[src/rtl/fight_flow_ctrl_if.sv]
// Signal bundle around the fight flow controller: player buttons, timebase,
// menu link, KO levels and the sequencer's status outputs.
interface fight_flow_ctrl_if #(
  parameter int CNT_WIDTH = 2
);
  logic                 tick;
  logic                 start_btn;
  logic                 p1_up, p1_down, p1_confirm;
  logic                 p2_up, p2_down, p2_confirm;
  logic [CNT_WIDTH-1:0] menu_selection;
  logic                 menu_confirmed;
  logic                 p1_ko, p2_ko;

  logic                 menu_up, menu_down, menu_confirm;
  logic                 menu_clear;
  logic [CNT_WIDTH-1:0] p1_char, p2_char;
  logic [3:0]           state;
  logic [7:0]           count;
  logic                 fight_active;
  logic                 round_start;
  logic [1:0]           p1_wins, p2_wins;
  logic [2:0]           round_num;
  logic [1:0]           match_winner;

  // Environment side: buttons, menu and fight logic.
  modport master (
    output tick, start_btn, p1_up, p1_down, p1_confirm, p2_up, p2_down, p2_confirm,
           menu_selection, menu_confirmed, p1_ko, p2_ko,
    input  menu_up, menu_down, menu_confirm, menu_clear, p1_char, p2_char, state, count,
           fight_active, round_start, p1_wins, p2_wins, round_num, match_winner
  );

  // Sequencer side.
  modport slave (
    input  tick, start_btn, p1_up, p1_down, p1_confirm, p2_up, p2_down, p2_confirm,
           menu_selection, menu_confirmed, p1_ko, p2_ko,
    output menu_up, menu_down, menu_confirm, menu_clear, p1_char, p2_char, state, count,
           fight_active, round_start, p1_wins, p2_wins, round_num, match_winner
  );
endinterface

[src/rtl/fight_flow_ctrl.sv]
// Game-flow sequencer: shares one character menu between both players, then
// runs countdown, round timer, KO/timeout scoring and the match decision.
module fight_flow_ctrl #(
  parameter int NUM_TEMPLATES   = 4,
  parameter int CNT_WIDTH       = $clog2(NUM_TEMPLATES),
  parameter int COUNTDOWN_TICKS = 3,
  parameter int ROUND_TIME      = 60,
  parameter int END_HOLD_TICKS  = 2,
  parameter int ROUNDS_TO_WIN   = 2,
  parameter int MAX_ROUNDS      = 5
) (
  input  logic              clk,
  input  logic              reset,
  fight_flow_ctrl_if.slave  bus
);

  typedef enum logic [3:0] {
    ST_IDLE       = 4'd0,
    ST_CLR_A      = 4'd1,
    ST_P1_SEL     = 4'd2,
    ST_CLR_B      = 4'd3,
    ST_P2_SEL     = 4'd4,
    ST_COUNTDOWN  = 4'd5,
    ST_FIGHT      = 4'd6,
    ST_ROUND_END  = 4'd7,
    ST_MATCH_OVER = 4'd8
  } state_e;

  localparam logic [7:0] CD_LOAD   = 8'(COUNTDOWN_TICKS);
  localparam logic [7:0] RT_LOAD   = 8'(ROUND_TIME);
  localparam logic [7:0] HOLD_LOAD = 8'(END_HOLD_TICKS);
  localparam logic [1:0] WIN_TGT   = 2'(ROUNDS_TO_WIN);
  localparam logic [2:0] ROUND_CAP = 3'(MAX_ROUNDS);

  state_e               state_q;
  logic [7:0]           count_q;
  logic [CNT_WIDTH-1:0] p1_char_q, p2_char_q;
  logic [1:0]           p1_wins_q, p2_wins_q, match_winner_q;
  logic [2:0]           round_num_q;
  logic                 menu_clear_q, fight_active_q, round_start_q;

  logic tick_last;
  assign tick_last = bus.tick && (count_q == 8'd1);

  // Only the player who currently owns the menu reaches it.
  assign bus.menu_up      = (state_q == ST_P1_SEL) ? bus.p1_up      :
                            (state_q == ST_P2_SEL) ? bus.p2_up      : 1'b0;
  assign bus.menu_down    = (state_q == ST_P1_SEL) ? bus.p1_down    :
                            (state_q == ST_P2_SEL) ? bus.p2_down    : 1'b0;
  assign bus.menu_confirm = (state_q == ST_P1_SEL) ? bus.p1_confirm :
                            (state_q == ST_P2_SEL) ? bus.p2_confirm : 1'b0;

  always_ff @(posedge clk or posedge reset) begin
    if (reset) begin
      state_q        <= ST_IDLE;
      count_q        <= 8'd0;
      p1_char_q      <= '0;
      p2_char_q      <= '0;
      p1_wins_q      <= 2'd0;
      p2_wins_q      <= 2'd0;
      match_winner_q <= 2'd0;
      round_num_q    <= 3'd0;
      menu_clear_q   <= 1'b0;
      fight_active_q <= 1'b0;
      round_start_q  <= 1'b0;
    end else begin
      // NOTE: pulse-style outputs default low each cycle; the states below
      // raise them only on the transition that should produce them.
      menu_clear_q  <= 1'b0;
      round_start_q <= 1'b0;
      unique case (state_q)
        ST_IDLE: if (bus.start_btn) begin
          state_q        <= ST_CLR_A;
          menu_clear_q   <= 1'b1;
          p1_wins_q      <= 2'd0;
          p2_wins_q      <= 2'd0;
          round_num_q    <= 3'd0;
          match_winner_q <= 2'd0;
        end
        ST_CLR_A: state_q <= ST_P1_SEL;
        ST_P1_SEL: if (bus.menu_confirmed) begin
          p1_char_q    <= bus.menu_selection;
          state_q      <= ST_CLR_B;
          menu_clear_q <= 1'b1;
        end
        ST_CLR_B: state_q <= ST_P2_SEL;
        ST_P2_SEL: if (bus.menu_confirmed) begin
          p2_char_q <= bus.menu_selection;
          state_q   <= ST_COUNTDOWN;
          count_q   <= CD_LOAD;
        end
        ST_COUNTDOWN: if (tick_last) begin
          state_q        <= ST_FIGHT;
          round_start_q  <= 1'b1;
          fight_active_q <= 1'b1;
          count_q        <= RT_LOAD;
          round_num_q    <= round_num_q + 3'd1;
        end else if (bus.tick) begin
          count_q <= count_q - 8'd1;
        end
        ST_FIGHT: if (bus.p1_ko || bus.p2_ko || tick_last) begin
          // A KO decides the round even if the timer expires on the same cycle.
          if (bus.p2_ko && !bus.p1_ko && p1_wins_q != WIN_TGT)
            p1_wins_q <= p1_wins_q + 2'd1;
          else if (bus.p1_ko && !bus.p2_ko && p2_wins_q != WIN_TGT)
            p2_wins_q <= p2_wins_q + 2'd1;
          state_q        <= ST_ROUND_END;
          fight_active_q <= 1'b0;
          count_q        <= HOLD_LOAD;
        end else if (bus.tick) begin
          count_q <= count_q - 8'd1;
        end
        ST_ROUND_END: if (tick_last) begin
          if (p1_wins_q == WIN_TGT) begin
            state_q        <= ST_MATCH_OVER;
            match_winner_q <= 2'd1;
          end else if (p2_wins_q == WIN_TGT) begin
            state_q        <= ST_MATCH_OVER;
            match_winner_q <= 2'd2;
          end else if (round_num_q == ROUND_CAP) begin
            state_q        <= ST_MATCH_OVER;
            match_winner_q <= (p1_wins_q > p2_wins_q) ? 2'd1 :
                              (p2_wins_q > p1_wins_q) ? 2'd2 : 2'd3;
          end else begin
            state_q <= ST_COUNTDOWN;
            count_q <= CD_LOAD;
          end
        end else if (bus.tick) begin
          count_q <= count_q - 8'd1;
        end
        ST_MATCH_OVER: if (bus.start_btn) begin
          state_q   <= ST_IDLE;
          p1_char_q <= '0;
          p2_char_q <= '0;
        end
        default: state_q <= ST_IDLE;
      endcase
    end
  end

  assign bus.menu_clear   = menu_clear_q;
  assign bus.p1_char      = p1_char_q;
  assign bus.p2_char      = p2_char_q;
  assign bus.state        = state_q;
  assign bus.count        = count_q;
  assign bus.fight_active = fight_active_q;
  assign bus.round_start  = round_start_q;
  assign bus.p1_wins      = p1_wins_q;
  assign bus.p2_wins      = p2_wins_q;
  assign bus.round_num    = round_num_q;
  assign bus.match_winner = match_winner_q;

endmodule

[src/flat_wrapper.sv]
// flat-port wrapper written by rule: the top's interface ports become plain ports
module fight_flow_ctrl_flat 
#(
  parameter int NUM_TEMPLATES   = 4,
  parameter int CNT_WIDTH       = $clog2(NUM_TEMPLATES),
  parameter int COUNTDOWN_TICKS = 3,
  parameter int ROUND_TIME      = 60,
  parameter int END_HOLD_TICKS  = 2,
  parameter int ROUNDS_TO_WIN   = 2,
  parameter int MAX_ROUNDS      = 5
)
  (clk, reset, bus_tick, bus_start_btn, bus_p1_up, bus_p1_down, bus_p1_confirm, bus_p2_up, bus_p2_down, bus_p2_confirm, bus_menu_selection, bus_menu_confirmed, bus_p1_ko, bus_p2_ko, bus_menu_up, bus_menu_down, bus_menu_confirm, bus_menu_clear, bus_p1_char, bus_p2_char, bus_state, bus_count, bus_fight_active, bus_round_start, bus_p1_wins, bus_p2_wins, bus_round_num, bus_match_winner);
  fight_flow_ctrl_if #(.CNT_WIDTH(CNT_WIDTH)) bus_i ();
  input  logic clk;
  input  logic reset;
  input wire logic [$bits(bus_i.tick)-1:0] bus_tick;
  input wire logic [$bits(bus_i.start_btn)-1:0] bus_start_btn;
  input wire logic [$bits(bus_i.p1_up)-1:0] bus_p1_up;
  input wire logic [$bits(bus_i.p1_down)-1:0] bus_p1_down;
  input wire logic [$bits(bus_i.p1_confirm)-1:0] bus_p1_confirm;
  input wire logic [$bits(bus_i.p2_up)-1:0] bus_p2_up;
  input wire logic [$bits(bus_i.p2_down)-1:0] bus_p2_down;
  input wire logic [$bits(bus_i.p2_confirm)-1:0] bus_p2_confirm;
  input wire logic [$bits(bus_i.menu_selection)-1:0] bus_menu_selection;
  input wire logic [$bits(bus_i.menu_confirmed)-1:0] bus_menu_confirmed;
  input wire logic [$bits(bus_i.p1_ko)-1:0] bus_p1_ko;
  input wire logic [$bits(bus_i.p2_ko)-1:0] bus_p2_ko;
  output wire logic [$bits(bus_i.menu_up)-1:0] bus_menu_up;
  output wire logic [$bits(bus_i.menu_down)-1:0] bus_menu_down;
  output wire logic [$bits(bus_i.menu_confirm)-1:0] bus_menu_confirm;
  output wire logic [$bits(bus_i.menu_clear)-1:0] bus_menu_clear;
  output wire logic [$bits(bus_i.p1_char)-1:0] bus_p1_char;
  output wire logic [$bits(bus_i.p2_char)-1:0] bus_p2_char;
  output wire logic [$bits(bus_i.state)-1:0] bus_state;
  output wire logic [$bits(bus_i.count)-1:0] bus_count;
  output wire logic [$bits(bus_i.fight_active)-1:0] bus_fight_active;
  output wire logic [$bits(bus_i.round_start)-1:0] bus_round_start;
  output wire logic [$bits(bus_i.p1_wins)-1:0] bus_p1_wins;
  output wire logic [$bits(bus_i.p2_wins)-1:0] bus_p2_wins;
  output wire logic [$bits(bus_i.round_num)-1:0] bus_round_num;
  output wire logic [$bits(bus_i.match_winner)-1:0] bus_match_winner;
  assign bus_i.tick = bus_tick;
  assign bus_i.start_btn = bus_start_btn;
  assign bus_i.p1_up = bus_p1_up;
  assign bus_i.p1_down = bus_p1_down;
  assign bus_i.p1_confirm = bus_p1_confirm;
  assign bus_i.p2_up = bus_p2_up;
  assign bus_i.p2_down = bus_p2_down;
  assign bus_i.p2_confirm = bus_p2_confirm;
  assign bus_i.menu_selection = bus_menu_selection;
  assign bus_i.menu_confirmed = bus_menu_confirmed;
  assign bus_i.p1_ko = bus_p1_ko;
  assign bus_i.p2_ko = bus_p2_ko;
  assign bus_menu_up = bus_i.menu_up;
  assign bus_menu_down = bus_i.menu_down;
  assign bus_menu_confirm = bus_i.menu_confirm;
  assign bus_menu_clear = bus_i.menu_clear;
  assign bus_p1_char = bus_i.p1_char;
  assign bus_p2_char = bus_i.p2_char;
  assign bus_state = bus_i.state;
  assign bus_count = bus_i.count;
  assign bus_fight_active = bus_i.fight_active;
  assign bus_round_start = bus_i.round_start;
  assign bus_p1_wins = bus_i.p1_wins;
  assign bus_p2_wins = bus_i.p2_wins;
  assign bus_round_num = bus_i.round_num;
  assign bus_match_winner = bus_i.match_winner;
  fight_flow_ctrl #(.NUM_TEMPLATES(NUM_TEMPLATES), .CNT_WIDTH(CNT_WIDTH), .COUNTDOWN_TICKS(COUNTDOWN_TICKS), .ROUND_TIME(ROUND_TIME), .END_HOLD_TICKS(END_HOLD_TICKS), .ROUNDS_TO_WIN(ROUNDS_TO_WIN), .MAX_ROUNDS(MAX_ROUNDS)) u_core (.clk(clk), .reset(reset), .bus(bus_i));
endmodule
[config.mk]
export PLATFORM = sky130hd
export DESIGN_NAME = fight_flow_ctrl_flat
export DESIGN_NICKNAME = d
export VERILOG_FILES = /design/src/rtl/fight_flow_ctrl_if.sv /design/src/rtl/fight_flow_ctrl.sv /design/src/flat_wrapper.sv
export SDC_FILE = /design/constraint.sdc
export NUM_CORES = 1
export LEC_CHECK = 0
export BUFFER_PORTS_ARGS = -buffer_cell sky130_fd_sc_hd__buf_4
export CORE_MARGIN = 8
export CORE_UTILIZATION = 53
export CTS_CLUSTER_SIZE = 28
export DETAILED_ROUTE_END_ITERATION = 6
export PLACE_DENSITY = 0.86
export SETUP_SLACK_MARGIN = 0.05
export SKIP_LAST_GASP = 1
export SLEW_MARGIN = 15
export SYNTH_ARGS = -nofsm -noshare
export SYNTH_HDL_FRONTEND = slang
export SYNTH_SLANG_ARGS = --single-unit
export TNS_END_PERCENT = 10
[constraint.sdc]
create_clock -name clk -period 2.2 [get_ports clk]
set_input_delay 0.11 -clock clk [delete_from_list [all_inputs] [get_ports clk]]
set_output_delay 0.11 -clock clk [all_outputs]
set_load 0.005 [all_outputs]
---- Word level (Yosys, flattened, before mapping) ----
Cells that the tools add are included.
storage, ports and cells
  logic and storage cells ................. 126
  bits of input ports ..................... 15
  output and inout port bits .............. 31
  bits in read-only memories .............. 0
  bits in registers ....................... 28
  memory bits (writable) .................. 0
  bits in latches ......................... 0
  memories kept ........................... 0
operators by class
  add/subtract/negate cells ............... 4
  order comparisons ....................... 2
  eq/ne operators ......................... 28
  muxes and demuxes ....................... 55
  bitwise operators ....................... 0
  shifts and indexed selects .............. 0
  divide/modulo/power cells ............... 0
  $mul .................................... 0
  reductions and logical operators ........ 26
operators by type and width
  kind                 number
  $mux 8               8
  $mux 4               10
  $pmux 4 s9           1
  $pmux 8 s4           1
  $mux 2               12
  $pmux 2 s2           5
  $eq 4x3->1 const B   4
  $ne 2x2->1 const B   7
  $mux 1               13
  $reduce_and 3->1     4
  $reduce_bool 2->1    6
  $ne 2x1->1 const B   5
  $reduce_and 5->1     2
  $ne 3x3->1 const B   3
  $eq 4x2->1 const B   2
  $eq 8x1->1 const B   1
  $reduce_and 4->1     2
  $sub 8x1->8 const B  1
  $reduce_and 7->1     1
  $mux 3               2
  $pmux 3 s2           1
  $logic_and 1x1->1    5
  $add 2x1->2 const B  2
  $eq 2x2->1 const B   2
  11 further kinds     15

---- Longest topological paths before layout ----
  depth after elaboration ................. 8
  depth in mapped cells ................... 8
  mapped depth without buffers ............ 7

---- Worst setup path after synthesis ----
Ideal clock, no wire load.
  kind .................................... reg-to-reg
  start point ............................. register u_core.count_q[1] (netlist: u_core.bus.count[1])
  end point ............................... register u_core.count_q[4] (netlist: u_core.bus.count[4])
  setup slack ............................. 300 ps
  setup time .............................. 90 ps
  clock period less this slack ............ 1900 ps
  buffers on the path ..................... 1
  required time ........................... 2110 ps
  data arrival time ....................... 1810 ps
  cell stages (with the launch flop) ...... 9
  path through ............................ dfrtp_1 inv_1 ha_1 or4b_1 or3_1 buf_6 clkinv_8 nor2_1 o221ai_1
on the way
  word-level cells in the longest chain between the ends .. 5
  elaborated cells on any way between the ends .. 13
  classes of those cells .................. add/sub: 1; eq/ne: 4; mux: 5; reduce/logical: 3
RTL lines
  item                                                                 RTL line                text
  start, declared                                                      fight_flow_ctrl.sv:36   logic [7:0] count_q;
  start signal, assigned                                               fight_flow_ctrl.sv:99   count_q <= count_q - 8'd1;
  start signal, assigned                                               fight_flow_ctrl.sv:111  count_q <= count_q - 8'd1;
  start signal, assigned                                               fight_flow_ctrl.sv:129  count_q <= count_q - 8'd1;
  parallel branches: the longest is 5 deep, another holds $sub 8x1->8  -
Parallel ways; which one is timed is not known.
A chain may end at the register's enable or synchronous reset.

---- Final worst setup path ----
  start point ............................. register u_core.count_q[1] (netlist: u_core.bus.count[1])
  end point ............................... register u_core.count_q[2] (netlist: u_core.bus.count[2])
Same word-level chain as after synthesis.

==> flow_metrics.tcl <==
set metrics [dict create \
    cp-end-kind "flop" \
    start_util_pct 55.36 \
    grt-ovfl-total 0 \
    intPower_uw 1677 \
    final-instance-count-excl-fill 299 \
    rsz0062_at_grt "false" \
    grtUsageTotal_pct 18.59 \
    crit_path_max_incr_delay_ps 480 \
    core_area_um2 3363 \
    antenna_found_initial 0 \
    cp_num_buf_inv 2 \
    placedCellCount 290 \
    dr.first_iter.drc_count 170 \
    total_leakage_power_uw 0.001089 \
    relSlewSlack_pct 49.06 \
    hold_start "bus_menu_confirmed" \
    setup_violations 0 \
    n_antenna_cell 0 \
    netSwitchingFraction_pct 42.43 \
    fp.dieW_um 75.27 \
    slowest_stage "or4b_1" \
    gp_congestion 0.8428 \
    p_clk_share_pct 11.9 \
    portBuffers 45 \
    h-tree-depth 1 \
    ant_nets 0 \
    cts_made_buffers 3 \
    critical-path-top-delay-family "simple AND/OR/NAND/NOR gates" \
    rows 21 \
    yosysSeqAreaShare_pct 37.63 \
    reg2reg_to "u_core.bus.count[2]" \
    fin_crit_ps 2070 \
    drc 0 \
    multi_input_area_um2 1030 \
    viasPerCell 6.288 \
    grt_pass1_vias 1798 \
    synth_edf_count 0 \
    dr.pass1.iters 6 \
    tightest_slew_ps 756.1 \
    peakVddDrop_mv 0.6158 \
    totalWireLength_um 5167 \
    n_fill_cell 280 \
    clk_path_buf_depth 2 \
    cp.depth 7 \
    critPathLaunch "u_core.bus.count[1]" \
    cts_root_buf "clkbuf_4" \
    dr_wl_met3_um 394 \
    p_per_area_nw_per_um2 1243 \
    drv_cap 0 \
    syn_nets 225 \
    required_ps 2440 \
    hpwl_um 3771 \
    final_nets 277 \
    clock_sinks 28 \
    fmax_mhz 483.2 \
    status "finished, final reports clean" \
    die_h_um 75.27 \
    start_kind "flop" \
    synth_flop_cell "dfrtp_1" \
    final_area_um2 2344 \
    regArea_um2 700.7 \
    synth.area.top_cells "dfrtp_1 (38%), ha_1 (5.4%), nor2_1 (3.8%)" \
    drive_gt1_share_pct 27.67 \
    finalSetupTns_ps 0 \
    holdPathEnd "u_core.bus.p2_char[1]" \
    power_frac_seq_pct 32.1 \
    worst_clock_skew_ps 14.73 \
    highest_layer "met4" \
    synth.largest_area_cell "dfrtp_1" \
    hp-class "input pin to flop" \
    synth_seq_cells 28 \
    pin_count 46 \
    die-area_um2 5666 \
    worstReg2RegStart "u_core.bus.count[1]" \
    avgSynthCellArea_um2 9.217 \
    hold_depth 2 \
    critPathKind "flop to flop" \
    yosysWarnings 0 \
    wl_met1_um 2083 \
    clock_latency_ps 340 \
    period_share_pct 94.08 \
    postPlaceCellArea_um2 2238 \
    cts_tree "yes" \
    syn_inst 202 \
    area_delta_synth_final_pct 25.87 \
    clkTransAtPathRegs_ps 170 \
    worstPathCellList "inv_1 -> ha_1 -> or4b_1 -> or3_4 -> clkinv_8 -> a31oi_1 -> o221ai_1" \
    async_flop_share_pct 100.0 \
    r2r_cells 7 \
    grt_pass1_wl_um 8238 \
    grt_max_degree 29 \
    wl_met2_um 2596 \
    worstPathArrival_ps 2310 \
    power_frac_comb_pct 56.0 \
    path_max_fanout 7 \
    synth_cell_type_count 57 \
    rrSetupSlack_ps 130 \
    hold_viol 0 \
    wl_per_cell_um 17.28 \
    power_switching_uw 1236 \
    synth_area_um2 1862 \
    final_max_slew_viol_count 0 \
    via_count 1880 \
    synth_top_area_share_pct 37.63 \
]
## cell type report
type | instances | share of cell area (%)
multi-input combinational | 150 | 43.94
sequential | 28 | 29.90
timing repair buffer | 57 | 18.69
inverter | 14 | 2.776
tap | 46 | 2.456
clock inverter | 1 | 1.281
clock buffer | 3 | 0.9610
## layer usage
layer  vias to the layer above  GRT usage [%]
met5                         -              0
met4                         0          4.904
met3                        12          2.663
met2                        95          32.73
met1                       900          22.96
li1                        873              -
## metrics by stage
step	worst slack [ps]	utilization [%]	hold slack, ps	total power [uW]
CTS	108.2	69.16	1.149	2885
detailed placement	92.22	66.56	203.7	2507
global route	60.64	69.68	67.91	3123
floorplan	299.7	-	175.4	1893
finish	130.3	69.68	52.50	2912
global placement	207.8	66.56	200.1	2450
## what timing repair did
item	in CTS	in global routing
resized for setup	1	0
buffers inserted	0	1
hold buffers	3	1
hold endpoints to repair	30	1
pin swaps	0	1
setup endpoints to repair	1	8
## power by group through the flow
stage          sequential (uW)  clock, uW  combinational (uW)
2_1_floorplan              874          0                1020
3_3_place_gp               938          0                1510
3_5_place_dp               946          0                1560
4_1_cts                    935        347                1600
5_1_grt                    969        369                1790
6_report                   936        346                1630
## cell families (layout without fill, tap and decap cells)
logic type | Yosys count | after routing | synth area share, %
xor gates and xnor gates | 2 | 2 | 0.9410
adders and majority gates | 8 | 8 | 5.377
AOI/OAI and AO/OA | 60 | 60 | 22.58
DFF | 28 | 28 | 37.63
muxes | 2 | 2 | 1.142
and+or+nand+nor | 78 | 78 | 25.00
buffers and inverters | 24 | 75 | 7.326
## sequential cells by signal, indices dropped and copies added (netlist names)
register	flops
u_core.bus.menu_clear	1
u_core.bus.p2_wins	2
u_core.bus.round_start	1
u_core.bus.p2_char	2
u_core.bus.p1_wins	2
u_core.bus.p1_char	2
u_core.bus.round_num	3
u_core.bus.state	4
u_core.bus.fight_active	1
u_core.bus.match_winner	2
u_core.bus.count	8
## Yosys cell counts (2+ instances only)
| cell | number |
|---|---|
| dfrtp_1 | 28 |
| nand2_1 | 10 |
| ha_1 | 8 |
| or3_1 | 3 |
| nand3_1 | 8 |
| nor3_1 | 5 |
| clkbuf_1 | 5 |
| a211o_1 | 2 |
| nand4_1 | 4 |
| a32o_1 | 2 |
| nand4bb_1 | 2 |
| nor4_1 | 2 |
| nor2_1 | 19 |
| and4b_1 | 2 |
| a211oi_1 | 3 |
| o22ai_1 | 3 |
| a22oi_1 | 3 |
| xor2_1 | 2 |
| o211ai_1 | 2 |
| a22o_1 | 2 |
| nor3b_1 | 3 |
| nor2b_1 | 2 |
| and4_1 | 2 |
| a31oi_1 | 9 |
| o21ai_0 | 7 |
| a21oi_1 | 10 |
| nand2b_1 | 3 |
| and2_1 | 3 |
| inv_1 | 13 |
| o31ai_1 | 2 |
| nor4b_2 | 2 |
| o221ai_1 | 3 |
| buf_6 | 4 |
## layout by cell type (no fill, tap or decap), drive strengths merged, types with 4 or more instances in the layout
cell,synthesis,layout
nor2,19,19
a21oi,10,10
nor3,5,5
nand2,10,10
dlygate4sd3,0,4
a31oi,9,9
buf,5,53
or3,4,4
nand4,4,4
o21ai,8,8
inv,13,13
dfrtp,28,28
ha,8,8
nand3,8,8
## worst max-delay path by stage
| stage | to | slack, ps |
|---|---|---|
| 2_1_floorplan | u_core.bus.count[4] | 300 |
| 3_3_place_gp | u_core.bus.count[2] | 210 |
| 3_5_place_dp | u_core.bus.count[2] | 90 |
| 4_1_cts | u_core.bus.count[2] | 110 |
| 5_1_grt | u_core.bus.count[2] | 60 |
| 6_report | u_core.bus.count[2] | 130 |
Power figures use the tool's default switching activity.
